$ cat src/rtl/ysyx_25040129_scoreboard.sv
// Register/CSR write-pending scoreboard between IDU issue and WBU retire.
// Optional CSR tracking is built when YSYX_25040129_SB_CSR_EN is defined.
module ysyx_25040129_scoreboard #(
   parameter int CNT_W      = 2,
   parameter int INFLIGHT_W = 2,
   parameter int REGS_DIG   = 4,
   parameter int CSR_DIG    = 3
) (
   input  logic                  clk,
   input  logic                  rst_n,
   input  logic                  issue_fire,
   input  logic [REGS_DIG-1:0]   issue_rd,
   input  logic                  issue_rd_we,
   input  logic [CSR_DIG-1:0]    issue_csr,
   input  logic                  issue_csr_we,
   input  logic                  retire_fire,
   input  logic [REGS_DIG-1:0]   retire_rd,
   input  logic                  retire_rd_we,
   input  logic [CSR_DIG-1:0]    retire_csr,
   input  logic                  retire_csr_we,
   input  logic [REGS_DIG-1:0]   src1_id,
   input  logic [REGS_DIG-1:0]   src2_id,
   input  logic                  src1_used,
   input  logic                  src2_used,
   input  logic [CSR_DIG-1:0]    csr_rd_id,
   input  logic                  csr_used,
   input  logic                  flush,
   output logic                  raw_stall,
   output logic [INFLIGHT_W-1:0] inflight_cnt,
   output logic                  sb_empty,
   output logic                  sb_err
);

   // issue_fire / retire_fire mark handshakes already completed this cycle
   // (valid & ready on the IDU->EXU and WBU commit sides); no backpressure here.
   localparam int NREG = 1 << REGS_DIG;
   localparam logic [CNT_W-1:0]      CNT_MAX = '1;
   localparam logic [INFLIGHT_W-1:0] INF_MAX = '1;

   // Entry 0 is never written, so x0 always reads as not pending.
   logic [CNT_W-1:0]      rd_cnt [NREG];
   logic [INFLIGHT_W-1:0] inflight_q;
   logic                  err_q;

   logic live;
   logic rd_inc, rd_dec, rd_hold, rd_err;
   logic inf_inc, inf_dec, inf_err;
   logic csr_stall, csr_err;

   assign live = ~flush;

   always_comb begin
      rd_inc  = live & issue_fire & issue_rd_we & (issue_rd != '0);
      rd_dec  = live & retire_fire & retire_rd_we & (retire_rd != '0);
      rd_hold = rd_inc & rd_dec & (issue_rd == retire_rd);
      rd_err  = (rd_inc & ~rd_hold & (rd_cnt[issue_rd] == CNT_MAX)) |
                (rd_dec & ~rd_hold & (rd_cnt[retire_rd] == '0));
      inf_inc = live & issue_fire;
      inf_dec = live & retire_fire;
      inf_err = (inf_inc & ~inf_dec & (inflight_q == INF_MAX)) |
                (inf_dec & ~inf_inc & (inflight_q == '0));
   end

   always_ff @(posedge clk) begin
      if (!rst_n) begin
         for (int i = 0; i < NREG; i++) rd_cnt[i] <= '0;
         inflight_q <= '0;
         err_q      <= 1'b0;
      end else begin
         err_q <= err_q | rd_err | inf_err | csr_err;
         if (flush) begin
            for (int i = 0; i < NREG; i++) rd_cnt[i] <= '0;
            inflight_q <= '0;
         end else begin
            for (int i = 1; i < NREG; i++) begin
               if (rd_inc && !rd_hold && issue_rd == REGS_DIG'(i) && rd_cnt[i] != CNT_MAX)
                  rd_cnt[i] <= rd_cnt[i] + CNT_W'(1);
               else if (rd_dec && !rd_hold && retire_rd == REGS_DIG'(i) && rd_cnt[i] != '0)
                  rd_cnt[i] <= rd_cnt[i] - CNT_W'(1);
            end
            if (inf_inc && !inf_dec && inflight_q != INF_MAX)
               inflight_q <= inflight_q + INFLIGHT_W'(1);
            else if (inf_dec && !inf_inc && inflight_q != '0)
               inflight_q <= inflight_q - INFLIGHT_W'(1);
         end
      end
   end

`ifdef YSYX_25040129_SB_CSR_EN
   localparam int NCSR = 1 << CSR_DIG;
   logic [CNT_W-1:0] csr_cnt [NCSR];
   logic csr_inc, csr_dec, csr_hold;

   // CSR id 0 is an ordinary CSR, so every entry is tracked.
   always_comb begin
      csr_inc   = live & issue_fire & issue_csr_we;
      csr_dec   = live & retire_fire & retire_csr_we;
      csr_hold  = csr_inc & csr_dec & (issue_csr == retire_csr);
      csr_err   = (csr_inc & ~csr_hold & (csr_cnt[issue_csr] == CNT_MAX)) |
                  (csr_dec & ~csr_hold & (csr_cnt[retire_csr] == '0));
      csr_stall = csr_used & (csr_cnt[csr_rd_id] != '0);
   end

   always_ff @(posedge clk) begin
      if (!rst_n || flush) begin
         for (int i = 0; i < NCSR; i++) csr_cnt[i] <= '0;
      end else begin
         for (int i = 0; i < NCSR; i++) begin
            if (csr_inc && !csr_hold && issue_csr == CSR_DIG'(i) && csr_cnt[i] != CNT_MAX)
               csr_cnt[i] <= csr_cnt[i] + CNT_W'(1);
            else if (csr_dec && !csr_hold && retire_csr == CSR_DIG'(i) && csr_cnt[i] != '0)
               csr_cnt[i] <= csr_cnt[i] - CNT_W'(1);
         end
      end
   end
`else
   logic csr_unused;
   assign csr_unused = ^{issue_csr, issue_csr_we, retire_csr, retire_csr_we, csr_rd_id, csr_used};
   assign csr_stall  = 1'b0;
   assign csr_err    = 1'b0;
`endif

   // Stall looks only at registered counters: a retiring writer frees its reader next cycle.
   assign raw_stall = (src1_used & (src1_id != '0) & (rd_cnt[src1_id] != '0)) |
                      (src2_used & (src2_id != '0) & (rd_cnt[src2_id] != '0)) |
                      (inflight_q == INF_MAX) | csr_stall;

   assign inflight_cnt = inflight_q;
   assign sb_empty     = (inflight_q == '0);
   assign sb_err       = err_q;

endmodule

$ cat config.mk
export PLATFORM = sky130hd
export DESIGN_NAME = ysyx_25040129_scoreboard
export DESIGN_NICKNAME = d
export VERILOG_FILES = /design/src/rtl/ysyx_25040129_scoreboard.sv
export SDC_FILE = /design/constraint.sdc
export NUM_CORES = 1
export LEC_CHECK = 0
export ABC_AREA = 1
export BUFFER_PORTS_ARGS = -buffer_cell sky130_fd_sc_hd__buf_2
export CORE_ASPECT_RATIO = 1.5
export CORE_MARGIN = 2
export CORE_UTILIZATION = 55
export DETAILED_ROUTE_END_ITERATION = 16
export HOLD_SLACK_MARGIN = 0.12
export PLACE_DENSITY_LB_ADDON = 0.1
export SLEW_MARGIN = 10
export SYNTH_ARGS = -nofsm -noshare
export SYNTH_HDL_FRONTEND = slang
export SYNTH_SLANG_ARGS = --single-unit
$ cat constraint.sdc
create_clock -name clk -period 2.1 [get_ports clk]
set_input_delay 0.315 -clock clk [delete_from_list [all_inputs] [get_ports clk]]
set_output_delay 0.315 -clock clk [all_outputs]
set_load 0.03 [all_outputs]
==> results of run 1 <==
cell families after synthesis:
group           synth area share, %
compound gates                 9.42
fa+ha+maj                      6.75
buf+inv                        11.2
flops                          28.8
mux                            2.10
simple gates                   41.7
metrics by stage:
stage	cell area, um2	TNS [ns]	hold slack (ns)
after global placement	3660	0	0.487
final	3920	0	0.332
after detailed placement	3660	0	0.496
after global routing	3920	-0.0256	0.346
after floorplan	3330	0	0.544
after CTS	3760	0	0.333
tightest hold or removal path, cell delays in order:
cell	delay, ns
sky130_fd_sc_hd__buf_2	0.09
sky130_fd_sc_hd__inv_1	0.07
sky130_fd_sc_hd__nor2_1	0.11
flip-flops by register name (all words and copies together), names as in the netlist:
| signal | flops |
|---|---|
| inflight_cnt | 2 |
| sb_err | 1 |
| rd_cnt | 30 |
cells in the mapped netlist:
master / n
sky130_fd_sc_hd__nand2_2: 3
sky130_fd_sc_hd__nor2_2: 3
sky130_fd_sc_hd__nor3_1: 22
sky130_fd_sc_hd__mux2i_1: 7
sky130_fd_sc_hd__inv_2: 5
sky130_fd_sc_hd__a31oi_1: 1
sky130_fd_sc_hd__buf_4: 2
sky130_fd_sc_hd__buf_2: 3
sky130_fd_sc_hd__o21a_1: 2
sky130_fd_sc_hd__nor2_1: 86
sky130_fd_sc_hd__a21oi_2: 1
sky130_fd_sc_hd__inv_1: 75
sky130_fd_sc_hd__o22ai_1: 1
sky130_fd_sc_hd__buf_6: 2
sky130_fd_sc_hd__o21ai_0: 16
sky130_fd_sc_hd__clkbuf_1: 2
sky130_fd_sc_hd__a21oi_1: 28
sky130_fd_sc_hd__inv_4: 2
sky130_fd_sc_hd__o21bai_4: 1
sky130_fd_sc_hd__nand3_1: 38
sky130_fd_sc_hd__edfxtp_1: 30
sky130_fd_sc_hd__nand4_1: 11
sky130_fd_sc_hd__nor2_4: 3
sky130_fd_sc_hd__ha_1: 18
sky130_fd_sc_hd__o211ai_1: 3
sky130_fd_sc_hd__dfxtp_1: 3
sky130_fd_sc_hd__nand3_2: 8
sky130_fd_sc_hd__nand3_4: 1
sky130_fd_sc_hd__nand2_1: 138
sky130_fd_sc_hd__a21oi_4: 1
sky130_fd_sc_hd__nand4_2: 1
final cells by class:
class / instances / area [um2] / share of cell area (%)
multi-input combinational: 393 / 2040 / 52.0
sequential: 33 / 961 / 24.5
timing repair buffer: 67 / 437 / 11.1
inverter: 82 / 313 / 7.97
tap: 72 / 90.1 / 2.30
clock buffer: 5 / 68.8 / 1.75
clock inverter: 3 / 12.5 / 0.319
power by group:
part / total, W / switching [W] / leakage (nW) / internal, W
logic: 0.000531 / 0.000333 / 1.59 / 0.000197
registers: 0.000811 / 0.0000502 / 0.358 / 0.000761
clock network: 0.000470 / 0.000247 / 0.0430 / 0.000223
total: 0.00181 / 0.000631 / 1.99 / 0.00118
what timing repair did:
item                                    4_1_cts  5_1_grt
endpoints found under the setup margin        1        1
gates resized for setup                       4       15
pin swaps                                     0        4
buffers inserted                              1       17
hold buffers                                  0        0
worst paths after layout:
kind	start	end	slack (ns)	cells after the start
min	rst_n	sb_err	0.33	3
min reg2reg	inflight_cnt[0]	inflight_cnt[0]	0.51	1
max	rd_cnt[12][0]	raw_stall	0.06	10
max reg2reg	rd_cnt[7][1]	rd_cnt[7][0]	0.49	7
layer usage:
layer / wire length [um] / vias up
met2: 4930 / 153
li1: - / 1806
met4: 693 / 0
met3: 505 / 47
met1: 3910 / 1670
met5: 0 / -
==> flow_metrics.env, run 1 <==
export IMPL_initial_drt_pass_iterations=5
export IMPL_drt_antenna_violating_nets=0
export IMPL_min_path_type="in -> reg"
export IMPL_ctsRootBufferMaster="sky130_fd_sc_hd__clkbuf_8"
export IMPL_finalWeightedCongestion=0.967
export IMPL_routedWlPerCell_um=15.3
export IMPL_post_place_cells=629
export IMPL_numPortBuffers=29
export IMPL_combined_area_of_all_synthesized_cells_mm2=0.00333
export IMPL_ys_ff_latch=33
export IMPL_yosys_area_top_type="sky130_fd_sc_hd__edfxtp_1"
export IMPL_crit_slowest_cell="sky130_fd_sc_hd__edfxtp_1"
export IMPL_finalClockSkew_ns=0.00521
export IMPL_sequence_of_cells_on_the_critical_path="nor2_1 -> buf_4 -> inv_1 -> o21ai_1 -> nand3_1 -> o21ai_1 -> nand2_1 -> nand3_1 -> nand3_1 -> buf_6"
export IMPL_ctsHtreeMaxLevel=2
export IMPL_critical_setup_path_class="reg -> out"
export IMPL_synthesis_area_per_instance_um2=6.45
export IMPL_critical_path_peak_fanout=3
export IMPL_detailroute_via_count=3676
export IMPL_finalMaxSlewViolations=0
export IMPL_layout_common_cells="sky130_fd_sc_hd__nand2_1, sky130_fd_sc_hd__nor2_1, sky130_fd_sc_hd__inv_1"
export IMPL_areaGrowthSynthToFinish_pct=17.7
export IMPL_most_frequent_cell_on_critical_path="sky130_fd_sc_hd__nand3_1"
export IMPL_vias_in_the_first_global_route=3516
export IMPL_grt_met1_usage_pct=36.4
export IMPL_clock_sinks=33
export IMPL_finalHoldViolCount=0
export IMPL_layout_worst_path_cycle_share_pct=97.3
export IMPL_cpLargestDelayFamily="simple AND/OR/NAND/NOR gates"
export IMPL_antenna_found_initial=0
export IMPL_crit_path_max_incr_delay_ns=0.41
export IMPL_synth_seq_area_share_pct=28.8
export IMPL_fillcell_total=541
export IMPL_die_span_in_y_um=99.4
export IMPL_drc=0
export IMPL_design_die_area_mm2=0.00671
export IMPL_final_setup_viol_count=0
export IMPL_drt_iter0_drc=236
export IMPL_placement_rows=34
export IMPL_critPathBufInv=3
export IMPL_critical_path_required_ns=1.78
export IMPL_global_route_layer_with_the_greatest_usage="met2"
export IMPL_timing_worst_slew_pin_value_ns=0.345
export IMPL_timing_final_crit_period_ns=2.04
export IMPL_synthCells=517
export IMPL_insertedDiodeCount=0
export IMPL_critical_path_arrival_ns=1.73
export IMPL_clock_pin_slew_on_the_worst_setup_and_hold_paths_ns=0.07
export IMPL_routed_wirelength_um=10000
export IMPL_post_synth_top_area_share_pct=27.0
export IMPL_finished_core_util_pct=67.3
export IMPL_layout_setup_ws_ns=0.0567
export IMPL_design_power_total_w=0.00181
export IMPL_p_per_area_mw_per_mm2=462
export IMPL_floorplan_die_width_um=67.6
export IMPL_post_synth_main_area_contributors="sky130_fd_sc_hd__edfxtp_1, sky130_fd_sc_hd__nand2_1, sky130_fd_sc_hd__nor2_1"
export IMPL_fmaxAchievable_mhz=489
export IMPL_mappedNetlistNets=572
export IMPL_track_usage_pct=32.1
export IMPL_tritoncts_num_buffers=5
export IMPL_start_kind="flip-flop"
export IMPL_grt_met2_usage_pct=54.5
export IMPL_placement_setup_worst_slack_ns=0.133
export IMPL_grt_pass1_wl_um=16200
export IMPL_start_util_pct=57.2
export IMPL_maxCapViolations=0
export IMPL_synth_cell_types=31
export IMPL_cts_tree="done"
export IMPL_drive_above_1_share_pct=18.9
export IMPL_design_final_nets=637
export IMPL_slew_headroom_pct=76.9
export IMPL_grtUsageMet3_pct=3.62
export IMPL_cts_root_to_sink_buffers=2
export IMPL_final_instance_count_excl_fill=655
export IMPL_endpoint_kind="primary output"
export IMPL_p_leak_nw=1.99
export IMPL_dp_final_hpwl_um=7730
export IMPL_syn_warnings=0
export IMPL_clk_latency_ns=0.29
export IMPL_grt_overflow=0
export IMPL_drt_vias_per_instance=5.61
export IMPL_layout_cells_most_common="sky130_fd_sc_hd__nand2_1"
export IMPL_placeable_core_region_mm2=0.00583
export IMPL_power_ir_vdd_worst_mv=0.384
export IMPL_result_of_the_run="completed"
export IMPL_largest_net_degree_at_the_start_of_global_routing=17
export IMPL_ios=42
Power figures use the tool's default switching activity.
==> run 2, diff against run 1 <==
--- a/config.mk
+++ b/config.mk
@@ -9,9 +9,10 @@
 export BUFFER_PORTS_ARGS = -buffer_cell sky130_fd_sc_hd__buf_2
 export CORE_ASPECT_RATIO = 1.5
-export CORE_MARGIN = 2
+export CORE_MARGIN = 10
 export CORE_UTILIZATION = 55
 export DETAILED_ROUTE_END_ITERATION = 16
 export HOLD_SLACK_MARGIN = 0.12
 export PLACE_DENSITY_LB_ADDON = 0.1
+export SKIP_CTS_REPAIR_TIMING = 1
 export SLEW_MARGIN = 10
 export SYNTH_ARGS = -nofsm -noshare
==> constraint.sdc (replaced) <==
create_clock -name clk -period 2.1 [get_ports clk]
set_input_delay 0.42 -clock clk [delete_from_list [all_inputs] [get_ports clk]]
set_output_delay 0.42 -clock clk [all_outputs]
set_load 0.03 [all_outputs]
==> run 2 against run 1 <==
- the run now ends with setup timing left
- routed wire length increased by 3.6%
- register-to-register slack worse by 0.03 ns
- sequential share of layout area decreased by 0.64 points
- design area rose by 2.7%
- critical path type unchanged
- critical endpoint unchanged
==> flow_metrics.env, run 2 (synthesis results as in run 1) <==
export IMPL_result_of_the_run="finished with violations"
export IMPL_worst_r2r_path_depth=6
export IMPL_drc=0
export IMPL_routedLengthMet1_um=3950
export IMPL_dr_max_layer_used="met4"
export IMPL_initial_drt_pass_iterations=8
export IMPL_critical_path_required_ns=1.68
export IMPL_regArea_um2=961
export IMPL_largest_net_degree_at_the_start_of_global_routing=17
export IMPL_track_usage_pct=20.5
export IMPL_clock_sinks=33
export IMPL_met3_length_um=752
export IMPL_timing_final_crit_period_ns=2.10
export IMPL_ios=42
export IMPL_critical_setup_path_class="reg -> out"
export IMPL_p_leak_nw=2.04
export IMPL_antenna_found_initial=0
export IMPL_rsz_0062_raised_after_global_routing="true"
export IMPL_areaGrowthSynthToFinish_pct=20.8
export IMPL_power_ir_vdd_worst_mv=0.290
export IMPL_cts_tree="done"
export IMPL_vias_in_the_first_global_route=3410
export IMPL_final_setup_viol_count=1
export IMPL_design_die_area_mm2=0.00964
export IMPL_tritoncts_num_buffers=5
export IMPL_largest_register_ff_count=30
export IMPL_dp_final_hpwl_um=7950
export IMPL_grt_overflow=0
export IMPL_detailroute_via_count=3682
export IMPL_holdPathStages=3
export IMPL_finalWeightedCongestion=0.988
export IMPL_placement_rows=34
export IMPL_critical_path_peak_fanout=4
export IMPL_start_kind="flip-flop"
export IMPL_drt_iter0_drc=419
export IMPL_placed_instance_area_mm2=0.00370
export IMPL_drive_above_1_share_pct=21.6
export IMPL_routed_wl_met2_um=5220
export IMPL_drt_antenna_violating_nets=0
export IMPL_endpoint_kind="primary output"
export IMPL_p_per_area_mw_per_mm2=462
export IMPL_fin_hold_ws_ns=0.422
export IMPL_layout_worst_path_cycle_share_pct=100
export IMPL_finalHoldViolCount=0
export IMPL_routed_wirelength_um=10400
export IMPL_critical_path_arrival_ns=1.68
export IMPL_fillcell_total=519
export IMPL_fin_area_mm2=0.00403
export IMPL_min_path_type="in -> reg"
export IMPL_numPortBuffers=29
export IMPL_violations="setup timing"
export IMPL_layout_cells_most_common="sky130_fd_sc_hd__nand2_1"
export IMPL_floorplan_die_width_um=83.6
export IMPL_fmaxAchievable_mhz=476
export IMPL_finalClockSkew_ns=0.00630
export IMPL_insertedDiodeCount=0
export IMPL_slew_headroom_pct=73.0
export IMPL_regMostFlops="rd_cnt"
export IMPL_start_util_pct=57.2
export IMPL_ctsRootBufferMaster="sky130_fd_sc_hd__clkbuf_8"
export IMPL_maxCapViolations=0
export IMPL_finalMaxSlewViolations=0
export IMPL_drt_vias_per_instance=5.58
export IMPL_routedWlPerCell_um=15.8
export IMPL_die_span_in_y_um=115
export IMPL_timing_worst_slew_pin_value_ns=0.405
export IMPL_design_final_nets=642
export IMPL_clock_pin_slew_on_the_worst_setup_and_hold_paths_ns=0.07
export IMPL_cts_root_to_sink_buffers=2
export IMPL_layout_setup_ws_ns=-0.00185
export IMPL_grt_pass1_wl_um=16200
export IMPL_multi_input_comb_area_mm2=0.00210
export IMPL_ctsHtreeMaxLevel=2
export IMPL_layout_common_cells="sky130_fd_sc_hd__nand2_1, sky130_fd_sc_hd__nor2_1, sky130_fd_sc_hd__inv_1"
export IMPL_placeable_core_region_mm2=0.00583
export IMPL_clk_latency_ns=0.30
==> run 2: cell types whose count changed in the layout (fill, tap and decap cells not counted), sizes merged <==
cell and delta:
buf +5, clkinv -1, clkbuf +1
==> run 2: power breakdown <==
| part | leakage, nW | internal, W | total (W) | switching, W |
|---|---|---|---|---|
| Sequential | 0.358 | 0.000760 | 0.000815 | 0.0000541 |
| Clock | 0.0450 | 0.000230 | 0.000489 | 0.000259 |
| Combinational | 1.64 | 0.000211 | 0.000557 | 0.000345 |
| Total | 2.04 | 0.00120 | 0.00186 | 0.000658 |
==> run 2: metrics by stage <==
step	total power (W)	setup slack (ns)	cells	utilization, %	setup TNS, ns
6_report	0.00186	-0.00185	660	69.1	-0.00185
5_1_grt	0.00195	-0.0801	660	69.1	-0.0801
4_1_cts	0.00179	-0.164	642	64.9	-0.164
3_5_place_dp	0.00131	0.0801	634	63.4	0
3_3_place_gp	0.00130	0.120	634	63.4	0
2_1_floorplan	0.00113	0.365	517	-	0
==> run 2: cell type report <==
type | count | share of cell area (%)
Multi-Input combinational cell | 393 | 52.2
Sequential cell | 33 | 23.9
Timing Repair Buffer | 72 | 11.9
Inverter | 82 | 7.76
Tap cell | 72 | 2.24
Clock buffer | 6 | 1.80
Clock inverter | 2 | 0.248
==> run 2: worst max-delay path, cell delays in order (launching register included) <==
cell	delay (ns)
sky130_fd_sc_hd__edfxtp_1	0.48
sky130_fd_sc_hd__nor2_4	0.18
sky130_fd_sc_hd__a21oi_1	0.08
sky130_fd_sc_hd__o21ai_1	0.07
sky130_fd_sc_hd__nand3_1	0.08
sky130_fd_sc_hd__o21ai_1	0.10
sky130_fd_sc_hd__nand2_1	0.09
sky130_fd_sc_hd__nand3_2	0.07
sky130_fd_sc_hd__nand3_2	0.08
sky130_fd_sc_hd__buf_6	0.14
==> run 2: final timing paths <==
check                        from         endpoint  slack (ns)
setup / recovery    rd_cnt[13][0]        raw_stall      -0.002
hold / removal              rst_n           sb_err        0.42
hold reg to reg   inflight_cnt[0]  inflight_cnt[0]        0.50
setup reg to reg     rd_cnt[4][0]     rd_cnt[4][1]        0.46
==> run 2: layer usage <==
layer / global-route usage (%) / up-vias
met1: 21.8 / 1655
met3: 4.03 / 43
met5: 0 / -
met4: 12.9 / 0
met2: 36.3 / 171
li1: - / 1813
